### src/rtl/transaction_pkg.sv
// rtl/transaction_pkg.sv - shared transaction-layer widths, types and destination decode
package transaction_pkg;

    localparam int NUM_PORTS = 4;
    localparam int WORD_SIZE = 10;
    localparam int DEST_W    = 2;

    typedef logic [WORD_SIZE-1:0] word_t;
    typedef logic [NUM_PORTS-1:0] port_mask_t;
    typedef logic [DEST_W-1:0]    port_idx_t;

    // Destination output FIFO lives in the two MSBs of every word.
    function automatic port_idx_t dest_of(input word_t word);
        return word[WORD_SIZE-1 -: DEST_W];
    endfunction

    function automatic port_mask_t idx_to_onehot(input port_idx_t idx);
        port_mask_t mask;
        mask      = '0;
        mask[idx] = 1'b1;
        return mask;
    endfunction

endpackage

### src/rtl/transaction_arbiter_if.sv
// rtl/transaction_arbiter_if.sv - FIFO-side bus of the transaction arbiter
interface transaction_arbiter_if;
    import transaction_pkg::*;

    logic       enable;
    port_mask_t fifo_in_empty;
    word_t      fifo_in_data0;
    word_t      fifo_in_data1;
    word_t      fifo_in_data2;
    word_t      fifo_in_data3;
    port_mask_t pop_fifo_in;
    port_mask_t fifo_out_almost_full;
    port_mask_t push_fifo_out;
    word_t      data_out;

    // Arbiter side.
    modport master (
        input  enable,
        input  fifo_in_empty,
        input  fifo_in_data0,
        input  fifo_in_data1,
        input  fifo_in_data2,
        input  fifo_in_data3,
        input  fifo_out_almost_full,
        output pop_fifo_in,
        output push_fifo_out,
        output data_out
    );

    // FIFO / control side.
    modport slave (
        output enable,
        output fifo_in_empty,
        output fifo_in_data0,
        output fifo_in_data1,
        output fifo_in_data2,
        output fifo_in_data3,
        output fifo_out_almost_full,
        input  pop_fifo_in,
        input  push_fifo_out,
        input  data_out
    );

endinterface

### src/rtl/rr_priority_picker.sv
// rtl/rr_priority_picker.sv - combinational round-robin pick starting at ptr
module rr_priority_picker
    import transaction_pkg::*;
(
    input  port_mask_t req,
    input  port_idx_t  ptr,
    output port_mask_t grant_onehot,
    output port_idx_t  grant_idx,
    output logic       grant_valid
);

    // Scan ptr, ptr+1, ... (2-bit wrap) and take the first requester.
    always_comb begin
        port_idx_t cand;
        grant_valid  = 1'b0;
        grant_idx    = '0;
        grant_onehot = '0;
        cand         = '0;
        for (int k = 0; k < NUM_PORTS; k++) begin
            cand = ptr + port_idx_t'(k);
            if (!grant_valid && req[cand]) begin
                grant_valid = 1'b1;
                grant_idx   = cand;
            end
        end
        if (grant_valid) begin
            grant_onehot = idx_to_onehot(grant_idx);
        end
    end

endmodule

### src/rtl/transaction_arbiter.sv
// rtl/transaction_arbiter.sv - round-robin pop of input FIFOs, routed push to output FIFOs
module transaction_arbiter
    import transaction_pkg::*;
(
    input  logic                 clk,
    input  logic                 reset_L,
    transaction_arbiter_if.master bus
);

    port_idx_t  rr_ptr;
    port_idx_t  sel_q;
    logic       v1_q;
    port_mask_t push_q;
    word_t      data_q;

    logic       stall;
    port_mask_t req;
    port_mask_t grant_onehot;
    port_idx_t  grant_idx;
    logic       grant_valid;
    word_t      sel_word;

    // Any almost-full output or an inactive control FSM blocks new pops;
    // the almost-full margin absorbs the two words already in flight.
    assign stall = !bus.enable || (|bus.fifo_out_almost_full);
    assign req   = stall ? '0 : ~bus.fifo_in_empty;

    rr_priority_picker u_picker (
        .req          (req),
        .ptr          (rr_ptr),
        .grant_onehot (grant_onehot),
        .grant_idx    (grant_idx),
        .grant_valid  (grant_valid)
    );

    assign bus.pop_fifo_in = reset_L ? grant_onehot : '0;

    // Priority moves just past the last real grant; no grant leaves it alone.
    always_ff @(posedge clk or negedge reset_L) begin
        if (!reset_L) begin
            rr_ptr <= '0;
        end else if (grant_valid) begin
            rr_ptr <= grant_idx + port_idx_t'(1);
        end
    end

    // Stage 1: remember which FIFO was popped; its data appears next cycle.
    always_ff @(posedge clk or negedge reset_L) begin
        if (!reset_L) begin
            sel_q <= '0;
            v1_q  <= 1'b0;
        end else begin
            sel_q <= grant_idx;
            v1_q  <= grant_valid;
        end
    end

    // Read-data mux for the FIFO popped last cycle.
    always_comb begin
        sel_word = bus.fifo_in_data0;
        case (sel_q)
            2'd0: sel_word = bus.fifo_in_data0;
            2'd1: sel_word = bus.fifo_in_data1;
            2'd2: sel_word = bus.fifo_in_data2;
            2'd3: sel_word = bus.fifo_in_data3;
            default: sel_word = bus.fifo_in_data0;
        endcase
    end

    // Stage 2: register the word and push it to the FIFO named by its MSBs.
    always_ff @(posedge clk or negedge reset_L) begin
        if (!reset_L) begin
            push_q <= '0;
            data_q <= '0;
        end else if (v1_q) begin
            push_q <= idx_to_onehot(dest_of(sel_word));
            data_q <= sel_word;
        end else begin
            push_q <= '0;
        end
    end

    assign bus.push_fifo_out = push_q;
    assign bus.data_out      = data_q;

endmodule

### src/flat_wrapper.sv
// flat-port wrapper written by rule: the top's interface ports become plain ports
module transaction_arbiter_flat import transaction_pkg::*;
  (clk, reset_L, bus_enable, bus_fifo_in_empty, bus_fifo_in_data0, bus_fifo_in_data1, bus_fifo_in_data2, bus_fifo_in_data3, bus_fifo_out_almost_full, bus_pop_fifo_in, bus_push_fifo_out, bus_data_out);
  transaction_arbiter_if bus_i ();
  input  logic clk;
  input  logic reset_L;
  input wire logic [$bits(bus_i.enable)-1:0] bus_enable;
  input wire logic [$bits(bus_i.fifo_in_empty)-1:0] bus_fifo_in_empty;
  input wire logic [$bits(bus_i.fifo_in_data0)-1:0] bus_fifo_in_data0;
  input wire logic [$bits(bus_i.fifo_in_data1)-1:0] bus_fifo_in_data1;
  input wire logic [$bits(bus_i.fifo_in_data2)-1:0] bus_fifo_in_data2;
  input wire logic [$bits(bus_i.fifo_in_data3)-1:0] bus_fifo_in_data3;
  input wire logic [$bits(bus_i.fifo_out_almost_full)-1:0] bus_fifo_out_almost_full;
  output wire logic [$bits(bus_i.pop_fifo_in)-1:0] bus_pop_fifo_in;
  output wire logic [$bits(bus_i.push_fifo_out)-1:0] bus_push_fifo_out;
  output wire logic [$bits(bus_i.data_out)-1:0] bus_data_out;
  assign bus_i.enable = bus_enable;
  assign bus_i.fifo_in_empty = bus_fifo_in_empty;
  assign bus_i.fifo_in_data0 = bus_fifo_in_data0;
  assign bus_i.fifo_in_data1 = bus_fifo_in_data1;
  assign bus_i.fifo_in_data2 = bus_fifo_in_data2;
  assign bus_i.fifo_in_data3 = bus_fifo_in_data3;
  assign bus_i.fifo_out_almost_full = bus_fifo_out_almost_full;
  assign bus_pop_fifo_in = bus_i.pop_fifo_in;
  assign bus_push_fifo_out = bus_i.push_fifo_out;
  assign bus_data_out = bus_i.data_out;
  transaction_arbiter u_core (.clk(clk), .reset_L(reset_L), .bus(bus_i));
endmodule
### config.mk
export PLATFORM = sky130hd
export DESIGN_NAME = transaction_arbiter_flat
export DESIGN_NICKNAME = d
export VERILOG_FILES = /design/src/rtl/transaction_pkg.sv /design/src/rtl/transaction_arbiter_if.sv /design/src/rtl/rr_priority_picker.sv /design/src/rtl/transaction_arbiter.sv /design/src/flat_wrapper.sv
export SDC_FILE = /design/constraint.sdc
export NUM_CORES = 1
export LEC_CHECK = 0
export ABC_AREA = 1
export CORE_ASPECT_RATIO = 0.75
export CORE_MARGIN = 4
export CORE_UTILIZATION = 36
export CTS_BUF_LIST = sky130_fd_sc_hd__clkbuf_8
export DETAILED_ROUTE_END_ITERATION = 10
export PLACE_DENSITY = 0.72
export RECOVER_POWER = 50
export SETUP_SLACK_MARGIN = 0.1
export SYNTH_ARGS = -nofsm -noshare
export SYNTH_HDL_FRONTEND = slang
export SYNTH_SLANG_ARGS = --single-unit
### constraint.sdc
create_clock -name clk -period 3.7 [get_ports clk]
set_input_delay 0.74 -clock clk [delete_from_list [all_inputs] [get_ports clk]]
set_output_delay 0.74 -clock clk [all_outputs]
set_load 0.01 [all_outputs]
Word level (Yosys, flattened, before mapping). Index checks and enable logic that the tools add are counted.

Flip-flop bits (word level): 19. Bits in latches: 0. RAM bits: 0. Memory bits (read-only): 0. Output and inout bits: 18. Word-level logic and storage cells: 58. Memories: 0.

Add/subtract/negate cells: 4. Multipliers: 0. Divide/modulo/power cells: 0. $lt $le $gt $ge: 8. Eq/ne operators: 3. Shifts and indexed selects: 0. Mux-type cells: 25. Bitwise logic cells: 1. Reductions and logical operators: 12.

Operators by type and width (number): case mux 10 bit (4 select lines) (1); less-than comparator 2 x 3 -> 1 bit, second input constant (6); two-way mux 4 bit (4); two-way mux 1 bit (10); binary-select mux 1 bit (select 2 bit) (4); two-way mux 2 bit (4); logical AND 1 bit (5); adder 2 x 1 -> 2 bit, second input constant (2); adder 2 bit, second input constant (2); demux 1 bit (select 2 bit) (2); equality test 2 bit, second input constant (2); >= comparator 2 x 1 -> 1 bit, second input constant (2); logical NOT 1 bit (4); NOT 4 bit (1); OR reduction 4 bit (1); equality test 2 x 1 -> 1 bit, second input constant (1); logical NOT 2 bit (1); logical OR 1 bit (1).

Longest topological paths before layout. Gate-level depths: netlist (run 1).

Depth after elaboration: 21. Gate-level depth with buffers: 16. Mapped depth without buffers: 15.

Cells and area by module. Synthesis (run 1) repeated with hierarchy kept, for this count alone.

Cell total of the unflattened synthesis: 234. Area total of the unflattened synthesis: 1567.8 um2.

By module, submodules not included: transaction_arbiter (instances 1, cells each 167, area an instance 1236.2 um2); rr_priority_picker (instances 1, cells each 67, area an instance 331.6 um2).

Worst setup path after synthesis (run 1). OpenSTA, ideal clock, no wires.

Path kind: input port to output port. Start: input port bus_fifo_out_almost_full[1]. End: output port bus_pop_fifo_in[1]. Arrival: 2.008 ns. Required time: 2.960 ns. Path slack: 0.952 ns. Cell stages on the path: 15. Buffers on the path: 1. Cell sequence: inv_1 > nand2_2 > nor2_4 > buf_8 > nand4_2 > nand3_2 > nand2_4 > nor2_2 > nor2_2 > nand2_1 > nand2_2 > inv_2 > ha_1 > inv_1 > nor2_2.

Longest elaborated chain between the ends: 21.

Ends and longest elaborated chain: start: declaration (line flat_wrapper.sv:13) `input wire logic [$bits(bus_i.fifo_out_almost_full)-1:0] bus_fifo_out_almost_full;`; OR reduction 4 bit * (line transaction_arbiter.sv:25) `assign stall = !bus.enable || (|bus.fifo_out_almost_full);`; logical OR 1 bit * (line transaction_arbiter.sv:25); two-way mux 4 bit * (line transaction_arbiter.sv:26) `assign req = stall ? '0 : ~bus.fifo_in_empty;`; binary-select mux 1 bit (select 2 bit) (line rr_priority_picker.sv:21) `if (!grant_valid && req[cand]) begin`; two-way mux 1 bit (not written as such) (line rr_priority_picker.sv:21); two-way mux 1 bit (line rr_priority_picker.sv:21); logical NOT 1 bit (line rr_priority_picker.sv:21); logical AND 1 bit (line rr_priority_picker.sv:21); [... 6 more ...]; two-way mux 2 bit * (line rr_priority_picker.sv:21); net u_core.grant_idx[0] (line transaction_arbiter.sv:19) `port_idx_t grant_idx;`; less-than comparator 2 x 3 -> 1 bit (not written as such) or >= comparator 2 x 1 -> 1 bit (tied branches) (line transaction_pkg.sv:20) `mask[idx] = 1'b1;`; logical AND 1 bit (not written as such) (line transaction_pkg.sv:20); two-way mux 1 bit (not written as such) (line transaction_pkg.sv:20); demux 1 bit (select 2 bit) * (line transaction_pkg.sv:20); two-way mux 4 bit * (line rr_priority_picker.sv:26) `if (grant_valid) begin`; two-way mux 4 bit * (line transaction_arbiter.sv:36) `assign bus.pop_fifo_in = reset_L ? grant_onehot : '0;`; end: declaration (line flat_wrapper.sv:14) `output wire logic [$bits(bus_i.pop_fifo_in)-1:0] bus_pop_fifo_in;`.

Mark *: on every way through the listed nets, which the timed path passes. The rest lies on a longest branch. The select of a mux whose other input is x is not followed.

Worst setup path in the final report (run 1).
Start: input port bus_fifo_out_almost_full[3]. End: output port bus_pop_fifo_in[1].

Longest elaborated chain between the ends: 21.

Ends and longest elaborated chain (line): OR reduction 4 bit * (transaction_arbiter.sv:25); logical OR 1 bit * (transaction_arbiter.sv:25); two-way mux 4 bit * (transaction_arbiter.sv:26); binary-select mux 1 bit (select 2 bit) (rr_priority_picker.sv:21); two-way mux 1 bit (not written as such) (rr_priority_picker.sv:21); two-way mux 1 bit (rr_priority_picker.sv:21); logical NOT 1 bit (rr_priority_picker.sv:21); logical AND 1 bit (rr_priority_picker.sv:21); [... 5 more ...]; logical AND 1 bit (rr_priority_picker.sv:21); two-way mux 2 bit (rr_priority_picker.sv:21); less-than comparator 2 x 3 -> 1 bit (not written as such) or >= comparator 2 x 1 -> 1 bit (tied branches) (transaction_pkg.sv:20); logical AND 1 bit (not written as such) (transaction_pkg.sv:20); two-way mux 1 bit (not written as such) (transaction_pkg.sv:20); demux 1 bit (select 2 bit) (transaction_pkg.sv:20); two-way mux 4 bit * (rr_priority_picker.sv:26); two-way mux 4 bit * (transaction_arbiter.sv:36).

Every way passes the cells marked *; elsewhere a longest branch is shown, timed or not. The select of a mux whose other input is x is not followed.

==> results of run 1 <==
through the flow:
| stage | std cells | power (mW) |
|---|---|---|
| after global placement | 312 | 1.62 |
| after CTS | 317 | 1.79 |
| after floorplan | 187 | 1.18 |
| final | 318 | 1.83 |
| after detailed placement | 312 | 1.63 |
| after global routing | 318 | 1.99 |
worst paths after layout:
path,depth (start not counted),slack [ns],from,endpoint
max,15,0.28,bus_fifo_out_almost_full[3],bus_pop_fifo_in[1]
min,2,0.49,u_core.bus.data_out[9],u_core.bus.data_out[9]
max reg2reg,10,1.52,u_core.rr_ptr[0],u_core.rr_ptr[1]
min reg2reg,2,0.49,u_core.bus.data_out[9],u_core.bus.data_out[9]
max in group asynchronous,2,1.81,reset_L,u_core.v1_q
min in group asynchronous,2,1.27,reset_L,u_core.bus.data_out[7]
layout by cell type (no fill, tap or decap), types with 4 or more instances in the layout:
cell and count:
inv_2 5, nand2_1 51, ha_1 4, nor2_2 9, nand3_1 9, a21oi_1 9
a41oi_1 7, nand4_2 4, nand2_2 5, nor2_1 13, nand4_1 6, dfrtp_1 19
buf_4 9, nand3_2 11, clkdlybuf4s50_1 61, inv_1 13
flip-flops by register name (all words and copies together) (netlist names):
name,count
u_core.bus.data_out,10
u_core.bus.push_fifo_out,4
u_core.rr_ptr,2
u_core.sel_q,2
u_core.v1_q,1
area by class of cell:
class / instances / area (sq um) / share of cell area
Clock buffer: 3 / 41.3 / 0.0178
Clock inverter: 1 / 5.00 / 0.00215
Inverter: 19 / 71.3 / 0.0307
Multi-Input combinational cell: 143 / 897 / 0.386
Sequential cell: 19 / 475 / 0.204
Tap cell: 52 / 65.1 / 0.0280
Timing Repair Buffer: 81 / 771 / 0.331
worst max-delay path, stage by stage:
cell and delay [ns]:
clkdlybuf4s50_1 0.41, nor2_2 0.15, buf_4 0.16, nand3_2 0.08
nand2_1 0.10, nand3_2 0.09, nand2_2 0.09, nand3_4 0.09
o21ai_4 0.17, nor2_4 0.07, buf_6 0.11, ha_1 0.18
inv_1 0.06, nor2_2 0.04, buf_2 0.13
per-layer routing:
| layer | vias to the layer above | track usage |
|---|---|---|
| met5 | - | 0 |
| met4 | 0 | 0.0316 |
| met3 | 5 | 0.0447 |
| met2 | 50 | 0.251 |
| met1 | 719 | 0.239 |
| li1 | 783 | - |
cell families (layout without fill, tap and decap cells):
group | count (synthesis) | in the layout
AO/OA/AOI/OAI | 22 | 22
XOR/XNOR | 1 | 1
adder cells (fa/ha/maj) | 4 | 4
buffers and inverters | 25 | 104
flip-flops | 19 | 19
AND/OR/NAND/NOR | 116 | 116
power by group:
group	switching [mW]	leakage (nW)	internal (mW)	total, mW
sequential	0.103	0.230	0.313	0.416
combinational	0.689	0.800	0.580	1.27
clock	0.0743	0.0255	0.0750	0.149
total	0.866	1.06	0.968	1.83
what timing repair did:
item / in CTS / in global routing
setup buffers: 1 / 1
gates resized for setup: 6 / 23
setup endpoints to repair: 4 / 4
hold endpoints to repair: 0 / 0
cloned: 0 / 0
pin swaps: 1 / 9
==> summary.md, run 1 <==
| Metric | Value |
|---|---|
| Synth top area cells | dfrtp_1 (33%), nand2_1 (14%), nand3_2 (6.2%) |
| Detailed Route WL | 4.45 mm |
| CP arrival | 2.68 ns |
| Fin util | 0.615 |
| Layout cells sized above 1 | 0.241 |
| Initial DRC count | 108 |
| Worst Max-Slew Pin Slew | 1.03 ns |
| Vias per cell | 4.90 |
| Final instance area | 2330 sq um |
| Mapped cell area | 1450 sq um |
| Area growth syn-to-layout | 60.1% |
| Synth top area share | 0.327 |
| Tot GR Track Use | 0.167 |
| RD Place Congestion | 0.824 |
| Post-Synth Adder-Cell Area | 0.0345 |
| Final hold slack | 0.494 ns |
| Post-DP Area | 2230 sq um |
| EDFF count, synth | 0 |
| Routed WL per cell | 14.0 um |
| Die Span Y | 63.0 um |
| Vias post-DR | 1557 |
| Final WS setup | 0.283 ns |
| Cts bufs inserted | 3 |
| Synth warn | 0 |
| Final TNS setup | 0 ns |
| Number of fill cells | 333 |
| WL met3 | 256 um |
| Clock slew at reported path FFs | 0.08 ns |
| Layout Nets | 322 |
| MaxCap Viol Count | 0 |
| Crit Path Class | in2out |
| Fmax | 0.293 GHz |
| Max-slew violation count | 0 |
| Post-Synthesis Cells | 187 |
| Clock sink total | 19 |
| Syn Nets | 242 |
| Ys flop type | dfrtp_1 |
| Min-Delay Path Class | reg2reg |
| Row cnt | 19 |
| Post-Synth Simple-Gate Area | 0.439 |
| Final setup viols | 0 |
| Place WS | -0.120 ns |
| Starting density of the core | 0.384 |
| Vias in the first global route | 1362 |
| PwrDens | 789 nW/um^2 |
| Critical path data required time | 2.96 ns |
| Leakage | 1.06 nW |
| Post-synth cell types | 30 |
| Global-route wire length before repair | 6.64 mm |
| Count leader, synth | nand2_1 |
| Yosys reg bits | 19 |
| Most instantiated cells after synthesis | nand2_1 (53), dfrtp_1 (19), inv_1 (14) |
| Num ports | 69 |
| Syn Area/Cell | 7.77 sq um |
| Port buffer count | 68 |
| Final hold viol count | 0 |
| Outcome | completed |
| Slew Limit Headroom | 0.313 |
| Largest net degree at the start of global routing | 20 |
| Top sig layer | met4 |
| Worst-skew pair later-pin latency | 0.26 ns |
| Pre-antenna DRT Iters | 4 |
| Fin crit period | 3.42 ns |
| Clock skew | 0.00755 ns |
| Hold Buf Count CTS | 0 |
| Die area | 5130 sq um |
| Unrepaired setup endpoints after global routing | no |
| Inserted Diodes | 0 |
| Xor/xnor cell area share of the yosys netlist | 0.0112 |
| Core area | 3780 sq um |
| Met2 wire len | 2.09 mm |
| Post-synthesis compound-gate area fraction | 0.102 |
| GRT Residual Overflow | 0 |
| CTS tree | yes |
| Crit. End Element | output pin |
| H-tree depth | 1 |
| Die X | 81.4 um |
| VDD IR max | 591 uV |
| DRC errors left | 0 |
| Mux contribution to synthesized area | 0 |
| Post-Route M1 WL | 2.08 mm |
| Async set or reset register ratio after synthesis | 1.00 |
| ANT nets after route | 0 |
| Seq/Total Area, Yosys | 0.327 |
| Crit-path max FO | 4 |
| Crit share post-route | 0.924 |
| Startpoint Class | input pin |
| Largest family of logic cells by synthesized area | simple AND/OR/NAND/NOR gates |
| Leading area contributor after synthesis | dfrtp_1 |
| Initial antenna violation count | 0 |
| DPL Wire Length | 3.49 mm |
| Clock root buffer | clkbuf_8 |
| Worst-case clock buffer depth | 2 |
Note: power is estimated with default switching activity, not from simulation.
==> inputs of run 2 (changes only) <==
- CORE_ASPECT_RATIO: 0.75 -> default
==> run 2 against run 1 <==
Against the previous run:
- fmax is 3.4% lower
- sequential power hardly changed
- clock power shrank 6%
- core utilization is 2.0 points higher
- first-iteration DRC count decreased by 43%
- combinational power up 6%
- cell count decreased by 0.31%
- clock skew is 0.0041 ns lower
- sequential share of layout area decreased by 0.59 points
- via count is 1.4% lower
- final area rose by 3.0%
- worst hold slack worse by 0.012 ns
==> summary.md, run 2 (synthesis results as in run 1) <==
| Metric | Value |
|---|---|
| Outcome | completed (unchanged) |
| Worst Max-Slew Pin Slew | 0.989 ns (was 1.03 ns) |
| Place WS | -0.137 ns (was -0.120 ns) |
| Cts bufs inserted | 3 (unchanged) |
| Core area | 3770 sq um (was 3780 sq um) |
| CP peak stage delay | 0.39 ns (was 0.41 ns) |
| ANT nets after route | 0 (unchanged) |
| Final instance area | 2390 sq um (was 2330 sq um) |
| Fin crit period | 3.54 ns (was 3.42 ns) |
| Gate power share | 0.705 (was 0.692) |
| Port buffer count | 68 (unchanged) |
| Slew Limit Headroom | 0.341 (was 0.313) |
| CP Capture Point | bus_pop_fifo_in[1] (unchanged) |
| Power Internal | 1.01 mW (was 0.968 mW) |
| Worst-case clock buffer depth | 2 (unchanged) |
| Number of fill cells | 341 (was 333) |
| Starting density of the core | 0.385 (was 0.384) |
| Min-Delay Path Class | reg2reg (unchanged) |
| CTS tree | yes (unchanged) |
| Worst R2R Path Depth | 12 (was 10) |
| PwrDens | 791 nW/um^2 (was 789 nW/um^2) |
| Seq pwr share | 0.221 (was 0.227) |
| GRT Residual Overflow | 0 (unchanged) |
| Final WS setup | 0.163 ns (was 0.283 ns) |
| Crit-path max FO | 6 (was 4) |
| Hold Buf Count CTS | 0 (unchanged) |
| Layout Nets | 325 (was 322) |
| Row cnt | 22 (was 19) |
| Initial DRC count | 62 (was 108) |
| VDD IR max | 509 uV (was 591 uV) |
| Most used cell, CP | nand2_2 |
| Final setup viols | 0 (unchanged) |
| Crit share post-route | 0.956 (was 0.924) |
| Num ports | 69 (unchanged) |
| Vias in the first global route | 1462 (was 1362) |
| Clock sink total | 19 (unchanged) |
| Critical Path, Cell by Cell | clkdlybuf4s50_1, inv_1, nand2_2, nor2_4, buf_6, nand3_2, nand2_2, nand3_2, nand2_2, nand3_4, o21ai_2, nor2_2, buf_4, buf_4, ha_4, inv_2, nor2_2, buf_2 (was clkdlybuf4s50_1, nor2_2, buf_4, nand3_2, nand2_1, nand3_2, nand2_2, nand3_4, o21ai_4, nor2_4, buf_6, ha_1, inv_1, nor2_2, buf_2) |
| Unrepaired setup endpoints after global routing | yes (was no) |
| DRC errors left | 0 (unchanged) |
| CP arrival | 2.80 ns (was 2.68 ns) |
| Detailed Route WL | 4.45 mm (about the same) |
| Crit. End Element | output pin (unchanged) |
| DPL Wire Length | 3.37 mm (was 3.49 mm) |
| Vias per cell | 4.84 (was 4.90) |
| Leakage | 1.07 nW (was 1.06 nW) |
| Final hold viol count | 0 (unchanged) |
| Crit Path Class | in2out (unchanged) |
| Critical Path Slowest Stage Cell | clkdlybuf4s50_1 (unchanged) |
| NetSw | 0.882 mW (was 0.866 mW) |
| Most frequent cells in the layout | clkdlybuf4s50_1 (62), nand2_1 (48), dfrtp_1 (19) (was clkdlybuf4s50_1 (61), nand2_1 (51), dfrtp_1 (19)) |
| Critical path data required time | 2.96 ns (about the same) |
| Post-DP Area | 2240 sq um (was 2230 sq um) |
| Routed WL per cell | 14.0 um (about the same) |
| Switching share of total power | 0.465 (was 0.472) |
| Final std cells w/o fill | 317 (was 318) |
| Largest net degree at the start of global routing | 20 (unchanged) |
| RD Place Congestion | 0.779 (was 0.824) |
| Worst R2R End | u_core.rr_ptr[1] (unchanged) |
| Inserted Diodes | 0 (unchanged) |
| Die Span Y | 71.5 um (was 63.0 um) |
| Startpoint Class | input pin (unchanged) |
| H-tree depth | 1 (unchanged) |
| Max-slew violation count | 0 (unchanged) |
| Die X | 71.5 um (was 81.4 um) |
| Leading cell type in the layout, fill and taps excluded | clkdlybuf4s50_1 (unchanged) |
| Die area | 5120 sq um (was 5130 sq um) |
| Fmax | 0.283 GHz (was 0.293 GHz) |
| Largest register FFs | 10 (unchanged) |
| Tot GR Track Use | 0.171 (was 0.167) |
| Placed instance count | 308 (was 312) |
| MaxCap Viol Count | 0 (unchanged) |
| Global-route wire length before repair | 7.03 mm (was 6.64 mm) |
| FF-to-FF setup slack | 1.46 ns (was 1.52 ns) |
| Clock root buffer | clkbuf_8 (unchanged) |
| Clock share of power | 0.074 (was 0.081) |
| Clock slew at reported path FFs | 0.07 ns (was 0.08 ns) |
| Initial antenna violation count | 0 (unchanged) |
| Fin util | 0.635 (was 0.615) |
| Clock skew | 0.00342 ns (was 0.00755 ns) |
| Final hold slack | 0.482 ns (was 0.494 ns) |
| R2r startpoint | u_core.rr_ptr[0] (unchanged) |
| Pre-antenna DRT Iters | 4 (unchanged) |
| Vias post-DR | 1535 (was 1557) |
| Layout cells sized above 1 | 0.271 (was 0.241) |
| Area growth syn-to-layout | 64.9% (was 60.1%) |
| Crit path launch | bus_fifo_out_almost_full[1] (was bus_fifo_out_almost_full[3]) |
| Worst-skew pair later-pin latency | 0.25 ns (was 0.26 ns) |
-- run 2: layout make-up --
class / count / area [sq um] / area share
clock buffers: 3 / 41.3 / 0.0172
clock inverters: 1 / 5.00 / 0.00209
inverters: 19 / 71.3 / 0.0298
multi-input cells: 143 / 938 / 0.392
flip-flops and latches: 19 / 475 / 0.199
well taps: 48 / 60.1 / 0.0251
repair buffers: 84 / 803 / 0.335
-- run 2: power by group through the flow --
stage | combinational, mW | clock (mW) | sequential, mW
after floorplan | 0.775 | 0 | 0.403
after global placement | 1.21 | 0 | 0.414
after detailed placement | 1.22 | 0 | 0.418
after CTS | 1.24 | 0.147 | 0.415
after global routing | 1.49 | 0.155 | 0.440
final | 1.34 | 0.140 | 0.418
-- run 2: how the worst min path moves through the flow --
| stage | depth (start not counted) | start | to |
|---|---|---|---|
| floorplan | 0 | reset_L | u_core.bus.data_out[0] |
| global placement | 2 | u_core.bus.data_out[8] | u_core.bus.data_out[8] |
| detailed placement | 2 | u_core.bus.data_out[8] | u_core.bus.data_out[8] |
| CTS | 2 | u_core.bus.data_out[8] | u_core.bus.data_out[8] |
| global route | 2 | u_core.bus.data_out[8] | u_core.bus.data_out[8] |
| finish | 2 | u_core.bus.data_out[8] | u_core.bus.data_out[8] |
-- run 2: what timing repair did --
item | in CTS | in global routing
setup endpoints to repair | 4 | 4
gates resized for setup | 4 | 33
buffers inserted | 2 | 3
pin swaps | 4 | 14
cloned | 0 | 0
-- run 2: worst max-delay path: cells and delay by family --
kind	cells	cell delay [ns]
buf+inv	7	1.04
fa+ha+maj	1	0.15
simple gates	9	0.72
compound gates	1	0.14
-- run 2: metal layers --
metal  up-vias  track usage  part of all wire
met5         -            0                 0
met4         0       0.0376            0.0083
met3         4       0.0252             0.059
met2        50        0.277              0.48
met1       690        0.241              0.45
li1        791            -                 -
-- run 2: per-stage QoR --
step	power (mW)	TNS, ns
after floorplan	1.18	0
after global placement	1.63	-0.295
after detailed placement	1.64	-0.417
after CTS	1.80	-0.0000602
after global routing	2.09	-0.0166
final	1.89	0
==> inputs of run 3 (changes only) <==
- PLACE_DENSITY: 0.72 -> 0.7
- SYNTH_HIERARCHICAL: default -> 1
==> run 3 against run 2 <==
Against the previous run:
- highest routed layer unchanged
- core utilization decreased by 7.9 points
- fmax increased by 1.9%
- die area increased by 7.0%
- critical path type unchanged
- routed wire length decreased by 6.4%
==> summary.md, run 3 <==
| Metric | Value |
|---|---|
| Final hold viol count | 0 (unchanged) |
| Post-Synth Simple-Gate Area | 0.452 (was 0.439) |
| Largest net degree at the start of global routing | 20 (unchanged) |
| Startpoint Class | input pin (unchanged) |
| Clock root buffer | clkbuf_8 (unchanged) |
| Area growth syn-to-layout | 45.9% (was 64.9%) |
| Yosys reg bits | 19 (unchanged) |
| Vias in the first global route | 1439 (was 1462) |
| CTS tree | yes (unchanged) |
| Cts bufs inserted | 3 (unchanged) |
| Post-DP Area | 2240 sq um (unchanged) |
| Leading cell type in the layout, fill and taps excluded | nand2_1 (was clkdlybuf4s50_1) |
| VDD IR max | 488 uV (was 509 uV) |
| Reg area | 475 sq um (unchanged) |
| Multi-input logic area | 875 sq um (was 938 sq um) |
| Number of fill cells | 419 (was 341) |
| Vias per cell | 4.56 (was 4.84) |
| Seq/Total Area, Yosys | 0.303 (was 0.327) |
| Layout Nets | 355 (was 325) |
| Worst-skew pair later-pin latency | 0.25 ns (about the same) |
| Detailed Route WL | 4.16 mm (was 4.45 mm) |
| Routed WL per cell | 11.8 um (was 14.0 um) |
| Final instance area | 2290 sq um (was 2390 sq um) |
| Place WS | -0.0133 ns (was -0.137 ns) |
| Crit share post-route | 0.938 (was 0.956) |
| Die X | 74.0 um (was 71.5 um) |
| Worst Max-Slew Pin Slew | 0.972 ns (was 0.989 ns) |
| Initial DRC count | 47 (was 62) |
| Leading area contributor after synthesis | dfrtp_1 (unchanged) |
| Largest family of logic cells by synthesized area | simple AND/OR/NAND/NOR gates (unchanged) |
| ANT nets after route | 0 (unchanged) |
| Core area | 4120 sq um (was 3770 sq um) |
| Final WS setup | 0.230 ns (was 0.163 ns) |
| Synth warn | 6 (was 0) |
| GRT Residual Overflow | 0 (unchanged) |
| Synth top area cells | dfrtp_1 (30%), nand2_1 (22%), nand3_1 (6.4%) (was dfrtp_1 (33%), nand2_1 (14%), nand3_2 (6.2%)) |
| Fmax | 0.288 GHz (was 0.283 GHz) |
| CP arrival | 2.73 ns (was 2.80 ns) |
| Hold Buf Count CTS | 0 (unchanged) |
| Synth top area share | 0.303 (was 0.327) |
| Vias post-DR | 1609 (was 1535) |
| Count leader, synth | nand2_1 (unchanged) |
| Outcome | completed (unchanged) |
| Largest register FFs | 10 (unchanged) |
| Syn Nets | 285 (was 242) |
| Clock slew at reported path FFs | 0.06 ns (was 0.07 ns) |
| Initial antenna violation count | 0 (unchanged) |
| Global-route wire length before repair | 6.60 mm (was 7.03 mm) |
| Unrepaired setup endpoints after global routing | yes (unchanged) |
| Async set or reset register ratio after synthesis | 1.00 (unchanged) |
| Inserted Diodes | 0 (unchanged) |
| Critical path data required time | 2.96 ns (about the same) |
| Most instantiated cells after synthesis | nand2_1 (90), inv_1 (25), nand3_1 (20) (was nand2_1 (53), dfrtp_1 (19), inv_1 (14)) |
| Mapped cell area | 1570 sq um (was 1450 sq um) |
| Post-Synthesis Cells | 234 (was 187) |
| Worst-case clock buffer depth | 2 (unchanged) |
| Crit. End Element | output pin (unchanged) |
| EDFF count, synth | 0 (unchanged) |
| Crit-path max FO | 5 (was 6) |
| Tot GR Track Use | 0.150 (was 0.171) |
| Pre-antenna DRT Iters | 4 (unchanged) |
| Post-Synth Adder-Cell Area | 0 (was 0.0345) |
| DPL Wire Length | 3.31 mm (was 3.37 mm) |
| Die Span Y | 74.0 um (was 71.5 um) |
| Xor/xnor cell area share of the yosys netlist | 0.00559 (was 0.0112) |
| Mux contribution to synthesized area | 0 (unchanged) |
| Crit Path Class | in2out (unchanged) |
| PwrDens | 742 nW/um^2 (was 791 nW/um^2) |
| Layout cells sized above 1 | 0.172 (was 0.271) |
| Post-synthesis compound-gate area fraction | 0.0958 (was 0.102) |
| Max-slew violation count | 0 (unchanged) |
| Port buffer count | 68 (unchanged) |
| Clock skew | 0.000621 ns (was 0.00342 ns) |
| Num ports | 69 (unchanged) |
| Post-synth cell types | 22 (was 30) |
| Leakage | 1.15 nW (was 1.07 nW) |
| Most frequent cells in the layout | nand2_1 (89), clkdlybuf4s50_1 (63), inv_1 (27) (was clkdlybuf4s50_1 (62), nand2_1 (48), dfrtp_1 (19)) |
| Row cnt | 23 (was 22) |
| Final setup viols | 0 (unchanged) |
| Clock sink total | 19 (unchanged) |
| Syn Area/Cell | 6.70 sq um (was 7.77 sq um) |
| H-tree depth | 1 (unchanged) |
| Min-Delay Path Class | reg2reg (unchanged) |
| RD Place Congestion | 0.872 (was 0.779) |
| Ys flop type | dfrtp_1 (unchanged) |
| Starting density of the core | 0.381 (was 0.385) |
| Fin crit period | 3.47 ns (was 3.54 ns) |
| Die area | 5470 sq um (was 5120 sq um) |
| DRC errors left | 0 (unchanged) |
| Slew Limit Headroom | 0.352 (was 0.341) |
| MaxCap Viol Count | 0 (unchanged) |
[run 3: changes by cell type in the layout (fill, tap and decap cells not counted), sizes merged, moves of 7 or more]
cell,delta
nand2,+44
buf,-15
inv,+15
nand4,-10
o21ai,+9
a41oi,-7
[run 3: kinds of logic after synthesis]
kind of cell    after synthesis
flops                        19
buf+inv                      39
compound gates               23
xor+xnor                      1
simple gates                152
[run 3: area by class of cell]
class / count / area share
clock inverter: 1 / 0.00164
timing repair buffer: 72 / 0.304
sequential: 19 / 0.208
clock buffer: 3 / 0.0181
inverter: 32 / 0.0591
multi-input combinational: 176 / 0.382
tap: 50 / 0.0274
[run 3: worst paths after layout]
check | slack, ns | end | startpoint | cells past startpoint
min in group asynchronous | 1.28 | u_core/bus.data_out[5] | reset_L | 2
setup reg to reg | 1.68 | u_core/rr_ptr[1] | u_core/rr_ptr[0] | 13
hold reg to reg | 0.48 | u_core/bus.data_out[3] | u_core/bus.data_out[3] | 2
max in group asynchronous | 1.83 | u_core/bus.push_fifo_out[0] | reset_L | 2
setup / recovery | 0.23 | bus_pop_fifo_in[3] | bus_fifo_out_almost_full[3] | 17
hold / removal | 0.48 | u_core/bus.data_out[3] | u_core/bus.data_out[3] | 2
[run 3: per-stage QoR]
stage / hold WS (ns) / instances / power, mW / utilization / setup TNS, ns
floorplan: 0.444 / 234 / 1.25 / - / 0
global placement: 0.463 / 347 / 1.56 / 0.543 / 0
detailed placement: 0.469 / 347 / 1.57 / 0.543 / -0.0151
CTS: 0.485 / 351 / 1.70 / 0.555 / 0
global route: 0.511 / 353 / 1.89 / 0.556 / -0.0346
finish: 0.476 / 353 / 1.70 / 0.556 / 0
[run 3: layer usage]
layer | global-route usage | part of all wire
met2 | 0.237 | 0.48
met3 | 0.0189 | 0.056
met4 | 0.0302 | 0.0060
met5 | 0 | 0
met1 | 0.222 | 0.46
[run 3: power by group]
group	switching, mW	leakage, nW	internal, mW
Combinational	0.647	0.888	0.492
Sequential	0.114	0.235	0.313
Clock	0.0597	0.0269	0.0735
[run 3: worst max-delay path: stages]
cell and delay (ns):
clkdlybuf4s50_1 0.42, nor2_2 0.13, nand3_2 0.13, nor2_2 0.13
inv_1 0.07, nand2_1 0.06, nand2_1 0.07, nand2_1 0.09
nand2_1 0.07, nor2_2 0.10, nor2_2 0.04, nand2_1 0.09
nand2_2 0.09, a21oi_2 0.12, nand2_1 0.07, inv_1 0.05
dlygate4sd2_1 0.26
[run 3: what timing repair did]
action	in CTS	in global routing
setup endpoints to repair	4	4
pin swaps	1	3
resized for setup	8	9
setup buffers	0	2
